File: config.mk
export PLATFORM = sky130hd
export DESIGN_NAME = pipo_load_arbiter
export DESIGN_NICKNAME = d
export VERILOG_FILES = /design/src/rtl/pipo_load_arbiter.sv
export SDC_FILE = /design/constraint.sdc
export NUM_CORES = 1
export LEC_CHECK = 0
export BUFFER_PORTS_ARGS = -buffer_cell sky130_fd_sc_hd__buf_2
export CORE_MARGIN = 2
export CORE_UTILIZATION = 47
export DETAILED_ROUTE_END_ITERATION = 10
export GPL_TIMING_DRIVEN = 0
export PLACE_DENSITY = 0.86
export RECOVER_POWER = 25
export SLEW_MARGIN = 20
export SYNTH_ARGS = -nofsm -noshare
export SYNTH_HDL_FRONTEND = slang
export SYNTH_SLANG_ARGS = --single-unit
File: constraint.sdc
create_clock -name clk -period 2.2 [get_ports clk]
set_input_delay 0.22 -clock clk [delete_from_list [all_inputs] [get_ports clk]]
set_output_delay 0.22 -clock clk [all_outputs]
set_load 0.005 [all_outputs]
File: src/rtl/pipo_load_arbiter.sv
// Round-robin arbiter feeding a shared 4-bit PIPO register.
// Define PIPO_ARB_LOCK_EN to let the owner hold its grant via lock[owner].
module pipo_load_arbiter (
  input  logic        clk,
  input  logic        reset,
  input  logic [3:0]  req,
  input  logic [3:0]  lock,
  input  logic [15:0] d_bus,
  output logic [3:0]  gnt,
  output logic        load,
  output logic [3:0]  d,
  output logic [1:0]  owner,
  output logic        busy,
  output logic [7:0]  load_cnt
);

  typedef enum logic {
    S_IDLE  = 1'b0,
    S_GRANT = 1'b1
  } state_t;

  state_t      r_state;
  state_t      w_state_nx;

  logic [3:0]  r_gnt;
  logic        r_load;
  logic [3:0]  r_d;
  logic [1:0]  r_owner;
  logic [1:0]  r_ptr;
  logic [7:0]  r_cnt;

  logic [3:0]  w_gnt_nx;
  logic        w_load_nx;
  logic [3:0]  w_d_nx;
  logic [1:0]  w_owner_nx;
  logic [1:0]  w_ptr_nx;
  logic [7:0]  w_cnt_nx;

  logic [1:0]  w_base;
  logic [1:0]  w_win;
  logic        w_found;
  logic        w_hold;

`ifdef PIPO_ARB_LOCK_EN
  assign w_hold = (r_state == S_GRANT) && lock[r_owner];
`else
  logic w_unused_lock;
  assign w_unused_lock = ^lock;
  assign w_hold        = 1'b0;
`endif

  // A finishing grant searches from owner+1; from IDLE use the saved ptr
  assign w_base = (r_state == S_GRANT) ? (r_owner + 2'd1) : r_ptr;

  always_comb begin
    logic [1:0] v_idx;
    v_idx   = w_base;
    w_found = 1'b0;
    w_win   = w_base;
    for (int k = 3; k >= 0; k--) begin
      v_idx = w_base + 2'(k);
      if (req[v_idx]) begin
        w_found = 1'b1;
        w_win   = v_idx;
      end
    end
  end

  always_ff @(posedge clk or posedge reset) begin
    if (reset) r_state <= S_IDLE;
    else       r_state <= w_state_nx;
  end

  always_comb begin
    w_state_nx = r_state;
    unique case (r_state)
      S_IDLE:  w_state_nx = w_found ? S_GRANT : S_IDLE;
      S_GRANT: w_state_nx = (w_hold || w_found) ? S_GRANT : S_IDLE;
      default: w_state_nx = S_IDLE;
    endcase
  end

  always_comb begin
    w_gnt_nx   = 4'd0;
    w_load_nx  = 1'b0;
    w_d_nx     = r_d;
    w_owner_nx = r_owner;
    w_ptr_nx   = r_ptr;
    if (w_hold) begin
      w_gnt_nx  = r_gnt;
      w_load_nx = 1'b1;
      w_d_nx    = d_bus[{r_owner, 2'b00} +: 4];
    end else begin
      if (r_state == S_GRANT) w_ptr_nx = w_base;
      if (w_found) begin
        w_gnt_nx   = 4'd1 << w_win;
        w_load_nx  = 1'b1;
        w_d_nx     = d_bus[{w_win, 2'b00} +: 4];
        w_owner_nx = w_win;
      end
    end
    w_cnt_nx = w_load_nx ? (r_cnt + 8'd1) : r_cnt;
  end

  always_ff @(posedge clk or posedge reset) begin
    if (reset) begin
      r_gnt   <= 4'd0;
      r_load  <= 1'b0;
      r_d     <= 4'd0;
      r_owner <= 2'd0;
      r_ptr   <= 2'd0;
      r_cnt   <= 8'd0;
    end else begin
      r_gnt   <= w_gnt_nx;
      r_load  <= w_load_nx;
      r_d     <= w_d_nx;
      r_owner <= w_owner_nx;
      r_ptr   <= w_ptr_nx;
      r_cnt   <= w_cnt_nx;
    end
  end

  assign gnt      = r_gnt;
  assign load     = r_load;
  assign d        = r_d;
  assign owner    = r_owner;
  assign busy     = (r_state == S_GRANT);
  assign load_cnt = r_cnt;

endmodule
==> results of run 1 <==
==> final timing paths <==
kind | startpoint | end | slack, ns | cells after the start
worst max-delay path | load | d[0] | 0.24 | 5
worst min-delay path | reset | gnt[3] | 0.02 | 2
worst max register to register | load | d[0] | 0.24 | 5
worst min register to register | load_cnt[6] | load_cnt[6] | 0.51 | 1
max in group asynchronous | reset | load_cnt[3] | 1.71 | 2
min in group clk | d_bus[9] | d[1] | 0.24 | 3
==> area by class of cell <==
type | instances | area (um^2) | area share
repair buffers | 41 | 205 | 0.149
clock inverters | 1 | 5.00 | 0.00363
multi-input cells | 71 | 541 | 0.392
plain buffers | 2 | 22.5 | 0.0163
well taps | 28 | 35.0 | 0.0254
flip-flops and latches | 21 | 526 | 0.381
inverters | 6 | 22.5 | 0.0163
clock buffers | 3 | 22.5 | 0.0163
==> per-stage QoR <==
stage | cell area [um^2] | utilization | instances | hold slack (ns) | setup WS [ns]
finish | 1380 | 0.623 | 173 | 0.0212 | 0.236
global route | 1380 | 0.623 | 173 | 0.0766 | 0.120
global placement | 1350 | 0.608 | 169 | 0.383 | 0.290
floorplan | 1100 | - | 100 | 0.197 | 0.446
CTS | 1370 | 0.620 | 173 | 0.0570 | 0.188
detailed placement | 1350 | 0.608 | 169 | 0.392 | 0.208
==> power by group <==
part	internal (mW)	leakage [nW]	switching, mW
Sequential	0.562	0.250	0.150
Clock	0.0680	0.0177	0.118
Combinational	0.455	0.411	0.423
Total	1.09	0.680	0.691
==> Yosys cell counts (all sizes together) (2+ instances only) <==
| master | n | area [um^2] |
|---|---|---|
| nor2 | 8 | 30.0 |
| mux2i | 8 | 80.1 |
| inv | 6 | 22.5 |
| nand2 | 9 | 33.8 |
| dfrtp | 21 | 526 |
| buf | 2 | 22.5 |
| xnor2 | 6 | 52.6 |
| nand2b | 3 | 18.8 |
| nand4 | 2 | 12.5 |
| and2 | 3 | 21.3 |
| a221oi | 5 | 50.0 |
| nor2b | 2 | 12.5 |
| nor3b | 2 | 15.0 |
| o21ai | 5 | 32.5 |
| a21oi | 2 | 21.3 |
| xor2 | 2 | 17.5 |
==> cell families (layout without fill, tap and decap cells) <==
kind of cell | after synthesis | after routing | share of synthesized area
AOI/OAI and AO/OA | 19 | 19 | 0.163
adders and majority gates | 1 | 1 | 0.0113
DFF | 21 | 21 | 0.476
and+or+nand+nor | 35 | 35 | 0.173
buffers and inverters | 8 | 53 | 0.0408
muxes | 8 | 8 | 0.0725
xor gates and xnor gates | 8 | 8 | 0.0634
==> layer usage <==
| metal | wire length [um] | part of all wire | vias up |
|---|---|---|---|
| met2 | 1150 | 0.49 | 45 |
| met4 | 68 | 0.029 | 0 |
| li1 | - | - | 440 |
| met5 | 0 | 0 | - |
| met1 | 983 | 0.42 | 422 |
| met3 | 164 | 0.069 | 8 |
==> worst reg2reg max path, cell delays in order, from the launching register on <==
cell and delay (ns):
sky130_fd_sc_hd__dfrtp_1 0.49, sky130_fd_sc_hd__nand2b_1 0.23, sky130_fd_sc_hd__and2_1 0.21, sky130_fd_sc_hd__or3_2 0.44, sky130_fd_sc_hd__a31oi_4 0.32, sky130_fd_sc_hd__a221oi_1 0.13
==> sequential cells by signal, summed over array words and instances (netlist names) <==
| name | count |
|---|---|
| d | 4 |
| load | 1 |
| r_ptr | 2 |
| gnt | 4 |
| load_cnt | 8 |
| owner | 2 |
==> repair_timing <==
action / in CTS / in global routing
setup endpoints to repair: 0 / 1
resized for setup: 0 / 1
hold endpoints to repair: 0 / 0
==> reports/summary.log, run 1 <==
[synthesis] mean instance size in the synthesized netlist 11.0 um^2
[clocking] hold buffer count at CTS 0
[status] result of the run finished clean
[cells_and_area] number of inserted diodes 0
[route] DR DRC count 0
[synthesis] Top FF cell, synth sky130_fd_sc_hd__dfrtp_1
[grt] M1 GR Usage 0.229
[die] number of cell rows 17
[synthesis] number of enable-type register cells in the synthesized netlist 0
[synthesis] Post-Syn Nets 127
[power_and_ir_drop] leakage power 0.680 nW
[route] total via count in the routed design 915
[grt] number of global-route vias before repair 911
[route] number of nets with antenna violations after detailed routing 0
[cells_and_area] most common cell after layout, fill and taps aside sky130_fd_sc_hd__buf_2
[grt] global routing's busiest layer met2
[setup_path] cell type group with the largest total delay on the critical path simple AND/OR/NAND/NOR gates
[synthesis] fraction of the yosys area taken by sequential cells 0.476
[setup_path] sequence of cells on the critical path nand2b_1 > and2_1 > or3_2 > a31oi_4 > a221oi_1
[cells_and_area] Filler Cells Inserted 206
[cells_and_area] fraction of layout cells with a size suffix above 1 0.428
[die] die span in x 52.5 um
[sta] Slew @ Worst Pin 0.753 ns
[sta] setup repair after global routing missed its margin false
[placed_design] port bufs 41
[synthesis] post-synthesis instance area 1100 um^2
[clocking] CTS H-Tree Depth 1
[die] initial core utilization 0.499
[cells_and_area] commonest cells after routing, fill and taps aside sky130_fd_sc_hd__buf_2, sky130_fd_sc_hd__dfrtp_1, sky130_fd_sc_hd__nand2_1, sky130_fd_sc_hd__nor2_1, sky130_fd_sc_hd__mux2i_1
[grt] largest net degree at the start of global routing 22
[setup_path] Slowest cell on crit path sky130_fd_sc_hd__dfrtp_1
[placed_design] half-perimeter wire length of the detailed placement result 1890 um
[setup_path] sum of buffers and inverters on the critical path 0
[setup_path] category of the worst setup path capture point flop
[die] core region area 2210 um^2
[sta] Final setup violation count 0
[clocking] Clock transition at path regs 0.11 ns
[sta] max-slew violations 0
[setup_path] Worst Path Max Fanout 10
[sta] Max-Slew Margin vs Limit 0.498
[grt] met3 Track Usage GR 0.0429
[sta] post-route clock skew 0.00152 ns
[min_path] type of the worst min-delay path primary input to asynchronous set/reset pin
[sta] post-route minimum period 1.96 ns
[die] Top-Level Pins 46
[route] starting DRC count in detailed routing 5
[grt] initial antenna violation count 0
[clocking] clock tree buffer depth 2
[clocking] root buf cell sky130_fd_sc_hd__clkbuf_4
[sta] final cycle utilization of the critical path 0.893
[die] floorplan die area 2750 um^2
[route] total wire length after detailed routing 2360 um
[route] WL/cell 13.7 um
[sta] count of endpoints failing hold in the final timing report 0
[sta] setup_tns 0 ns
[synthesis] asr flop ratio synth 1.00
[synthesis] count of unique library cells instantiated by Yosys 37
[grt] all-layer global routing usage 0.192
[clocking] total CTS buffers 3
[run] maxcap violations 0
[synthesis] number of warnings issued by yosys 0
[cells_and_area] area overhead of the layout relative to synthesis 24.8%
[setup_path] data required time of the critical path 2.37 ns
[placed_design] weighted congestion reported at the end of routability-driven placement 0.719
[clocking] Setup Fix Bufs, Post-CTS 0
[route] first-pass iteration count of the detailed router 4
[grt] wire length of the first global-routing pass 3870 um
[route] Vias per Instance 5.29
[synthesis] number of instances in the synthesized netlist 100
[grt] total gr overflow 0
[power_and_ir_drop] Design Power 1.78 mW
[setup_path] endpoint arrival time on the critical path 2.13 ns
[clocking] CTS tree done
[setup_path] Crit Path Category flop to flop
[cells_and_area] final net count 173
[setup_path] launching element type of the critical path flop
[sta] Achievable Freq 0.509 GHz
[grt] global routing usage on met2 0.327
[setup_path] Worst path max stage delay 0.49 ns
[power_and_ir_drop] pwr/cell area 1290 nW/um^2
[die] vertical die dimension 52.5 um
[clocking] number of sinks handled by clock tree synthesis 21
[synthesis] synthesis-stage register bit count 21
[power_and_ir_drop] largest voltage drop on the vdd net 0.637 mV
[clocking] insertion delay to the later sink of the worst-skew pair 0.31 ns
(Power assumes the default switching activity.)
==> run 2, diff against run 1 <==
--- a/config.mk
+++ b/config.mk
@@ -10,6 +10,7 @@
 export CORE_UTILIZATION = 47
 export DETAILED_ROUTE_END_ITERATION = 10
 export GPL_TIMING_DRIVEN = 0
+export HOLD_SLACK_MARGIN = 0.15
 export PLACE_DENSITY = 0.86
 export RECOVER_POWER = 25
 export SLEW_MARGIN = 20
==> run 2 against run 1 <==
  * Die area is the same
  * Sequential power about the same
  * Clock power shrank 2%
  * Flip-flop and latch count did not move
  * Total power shrank 0.53%
  * Highest routed layer unchanged
  * Combinational power decreased by 0.8%
  * Critical path type unchanged
  * Cell area unchanged
  * Utilization is the same
==> reports/summary.log, run 2 (synthesis gave the netlist of run 1 again) <==
[setup_path] Crit Path Category flop to flop
[cells_and_area] final net count 174
[die] core region area 2210 um^2
[grt] largest net degree at the start of global routing 22
[cells_and_area] fraction of layout cells with a size suffix above 1 0.384
[route] met3 wire length 142 um
[run] maxcap violations 0
[sta] final worst slack 0.220 ns
[die] initial core utilization 0.499
[die] vertical die dimension 52.5 um
[min_path] type of the worst min-delay path primary input to flop
[cells_and_area] number of inserted diodes 0
[route] total wire length after detailed routing 2350 um
[min_path] cell count of the worst hold path 3
[setup_path] cell depth of the worst flop-to-flop path 5
[sta] final cycle utilization of the critical path 0.900
[placed_design] port bufs 41
[clocking] CTS tree done
[grt] number of global-route vias before repair 920
[die] number of cell rows 17
[sta] Final setup violation count 0
[route] met2 wirelength from detailed routing 1160 um
[cells_and_area] most common cell after layout, fill and taps aside sky130_fd_sc_hd__buf_2
[route] Vias per Instance 5.36
[grt] initial antenna violation count 0
[setup_path] launching element type of the critical path flop
[route] DR DRC count 0
[grt] total gr overflow 0
[placed_design] half-perimeter wire length of the detailed placement result 1890 um
[clocking] clock tree buffer depth 2
[route] first-pass iteration count of the detailed router 5
[die] floorplan die area 2750 um^2
[setup_path] category of the worst setup path capture point flop
[cells_and_area] commonest cells after routing, fill and taps aside sky130_fd_sc_hd__buf_2, sky130_fd_sc_hd__dfrtp_1, sky130_fd_sc_hd__nand2_1, sky130_fd_sc_hd__nor2_1, sky130_fd_sc_hd__mux2i_1
[sta] Slew @ Worst Pin 0.750 ns
[clocking] root buf cell sky130_fd_sc_hd__clkbuf_4
[sta] max-slew violations 0
[route] Met1 Routed Length 975 um
[die] die span in x 52.5 um
[die] Top-Level Pins 46
[cells_and_area] area overhead of the layout relative to synthesis 24.8%
[placed_design] worst setup timing slack at the placement stage 0.208 ns
[setup_path] Worst Path Max Fanout 10
[clocking] total CTS buffers 3
[clocking] number of sinks handled by clock tree synthesis 21
[grt] wire length of the first global-routing pass 3900 um
[placed_design] weighted congestion reported at the end of routability-driven placement 0.719
[route] starting DRC count in detailed routing 5
[grt] all-layer global routing usage 0.194
[clocking] Clock transition at path regs 0.11 ns
[route] number of nets with antenna violations after detailed routing 0
[sta] post-route minimum period 1.98 ns
[power_and_ir_drop] largest voltage drop on the vdd net 0.636 mV
[sta] setup_tns 0 ns
[sta] count of endpoints failing hold in the final timing report 0
[status] result of the run finished clean
[power_and_ir_drop] leakage power 0.666 nW
[route] total via count in the routed design 932
[clocking] CTS H-Tree Depth 1
[cells_and_area] register cell area after layout 526 um^2
[route] top metal layer carrying routed signals met4
[sta] Max-Slew Margin vs Limit 0.499
[cells_and_area] number of flip-flops in the largest register 8
[route] WL/cell 13.5 um
[cells_and_area] post-layout utilization of the core 0.623
[clocking] insertion delay to the later sink of the worst-skew pair 0.30 ns
[cells_and_area] Multi-input gate area 536 um^2
[setup_path] endpoint arrival time on the critical path 2.14 ns
[sta] setup repair after global routing missed its margin false
[clocking] Setup Fix Bufs, Post-CTS 0
[sta] Achievable Freq 0.505 GHz
[setup_path] data required time of the critical path 2.36 ns
[sta] worst-case hold slack 0.239 ns
[cells_and_area] Filler Cells Inserted 206
[sta] post-route clock skew 0.00145 ns
[power_and_ir_drop] pwr/cell area 1280 nW/um^2
## run 2: cell types whose count changed in the layout (fill, tap and decap cells not counted)
| cell | change |
|---|---|
| sky130_fd_sc_hd__dlygate4sd3_1 | +1 |
| sky130_fd_sc_hd__and2_1 | -1 |
| sky130_fd_sc_hd__nor3_2 | -1 |
| sky130_fd_sc_hd__and2_0 | +1 |
| sky130_fd_sc_hd__inv_2 | -1 |
| sky130_fd_sc_hd__buf_2 | -4 |
| sky130_fd_sc_hd__clkbuf_1 | +4 |
| sky130_fd_sc_hd__nor3_1 | +1 |
| sky130_fd_sc_hd__inv_1 | +1 |
## run 2: stage by stage
| stage | area, um^2 | total power [mW] | std cells |
|---|---|---|---|
| floorplan | 1100 | 1.30 | 100 |
| global placement | 1350 | 1.54 | 169 |
| detailed placement | 1350 | 1.60 | 169 |
| CTS | 1380 | 1.78 | 174 |
| global route | 1380 | 1.91 | 174 |
| finish | 1380 | 1.77 | 174 |
## run 2: worst paths after layout
| kind | from | to | slack, ns |
|---|---|---|---|
| setup reg to reg | load | d[0] | 0.22 |
| min in group asynchronous | reset | gnt[3] | 0.60 |
| hold reg to reg | load_cnt[6] | load_cnt[6] | 0.51 |
| hold / removal | d_bus[9] | d[1] | 0.24 |
| setup / recovery | load | d[0] | 0.22 |
| max in group asynchronous | reset | load_cnt[3] | 1.14 |
## run 2: power by group
part	leakage, nW	switching (mW)	internal, mW	total, mW
Combinational	0.398	0.423	0.448	0.871
Sequential	0.250	0.151	0.562	0.713
Clock	0.0177	0.114	0.0679	0.182
Total	0.666	0.688	1.08	1.77
## run 2: area by class of cell
type,count,area share
Sequential cell,21,0.381
Inverter,6,0.0163
Buffer,2,0.0163
Timing Repair Buffer,42,0.152
Tap cell,28,0.0254
Clock inverter,1,0.00363
Clock buffer,3,0.0163
Multi-Input combinational cell,71,0.388
## run 2: critical path: stages (launching register included)
cell and delay, ns:
sky130_fd_sc_hd__dfrtp_1 0.49, sky130_fd_sc_hd__nand2b_1 0.23, sky130_fd_sc_hd__and2_0 0.22, sky130_fd_sc_hd__or3_2 0.45, sky130_fd_sc_hd__a31oi_4 0.32, sky130_fd_sc_hd__a221oi_1 0.13
## run 2: repair_timing
item / in CTS / in global routing
setup endpoints to repair: 0 / 1
hold buffers: 1 / 0
resized for setup: 0 / 1
hold endpoints to repair: 21 / 0
## run 2: per-layer routing
layer | vias up | global-route usage
li1 | 443 | -
met5 | - | 0
met1 | 440 | 0.227
met4 | 0 | 0.0897
met3 | 8 | 0.0429
met2 | 41 | 0.335
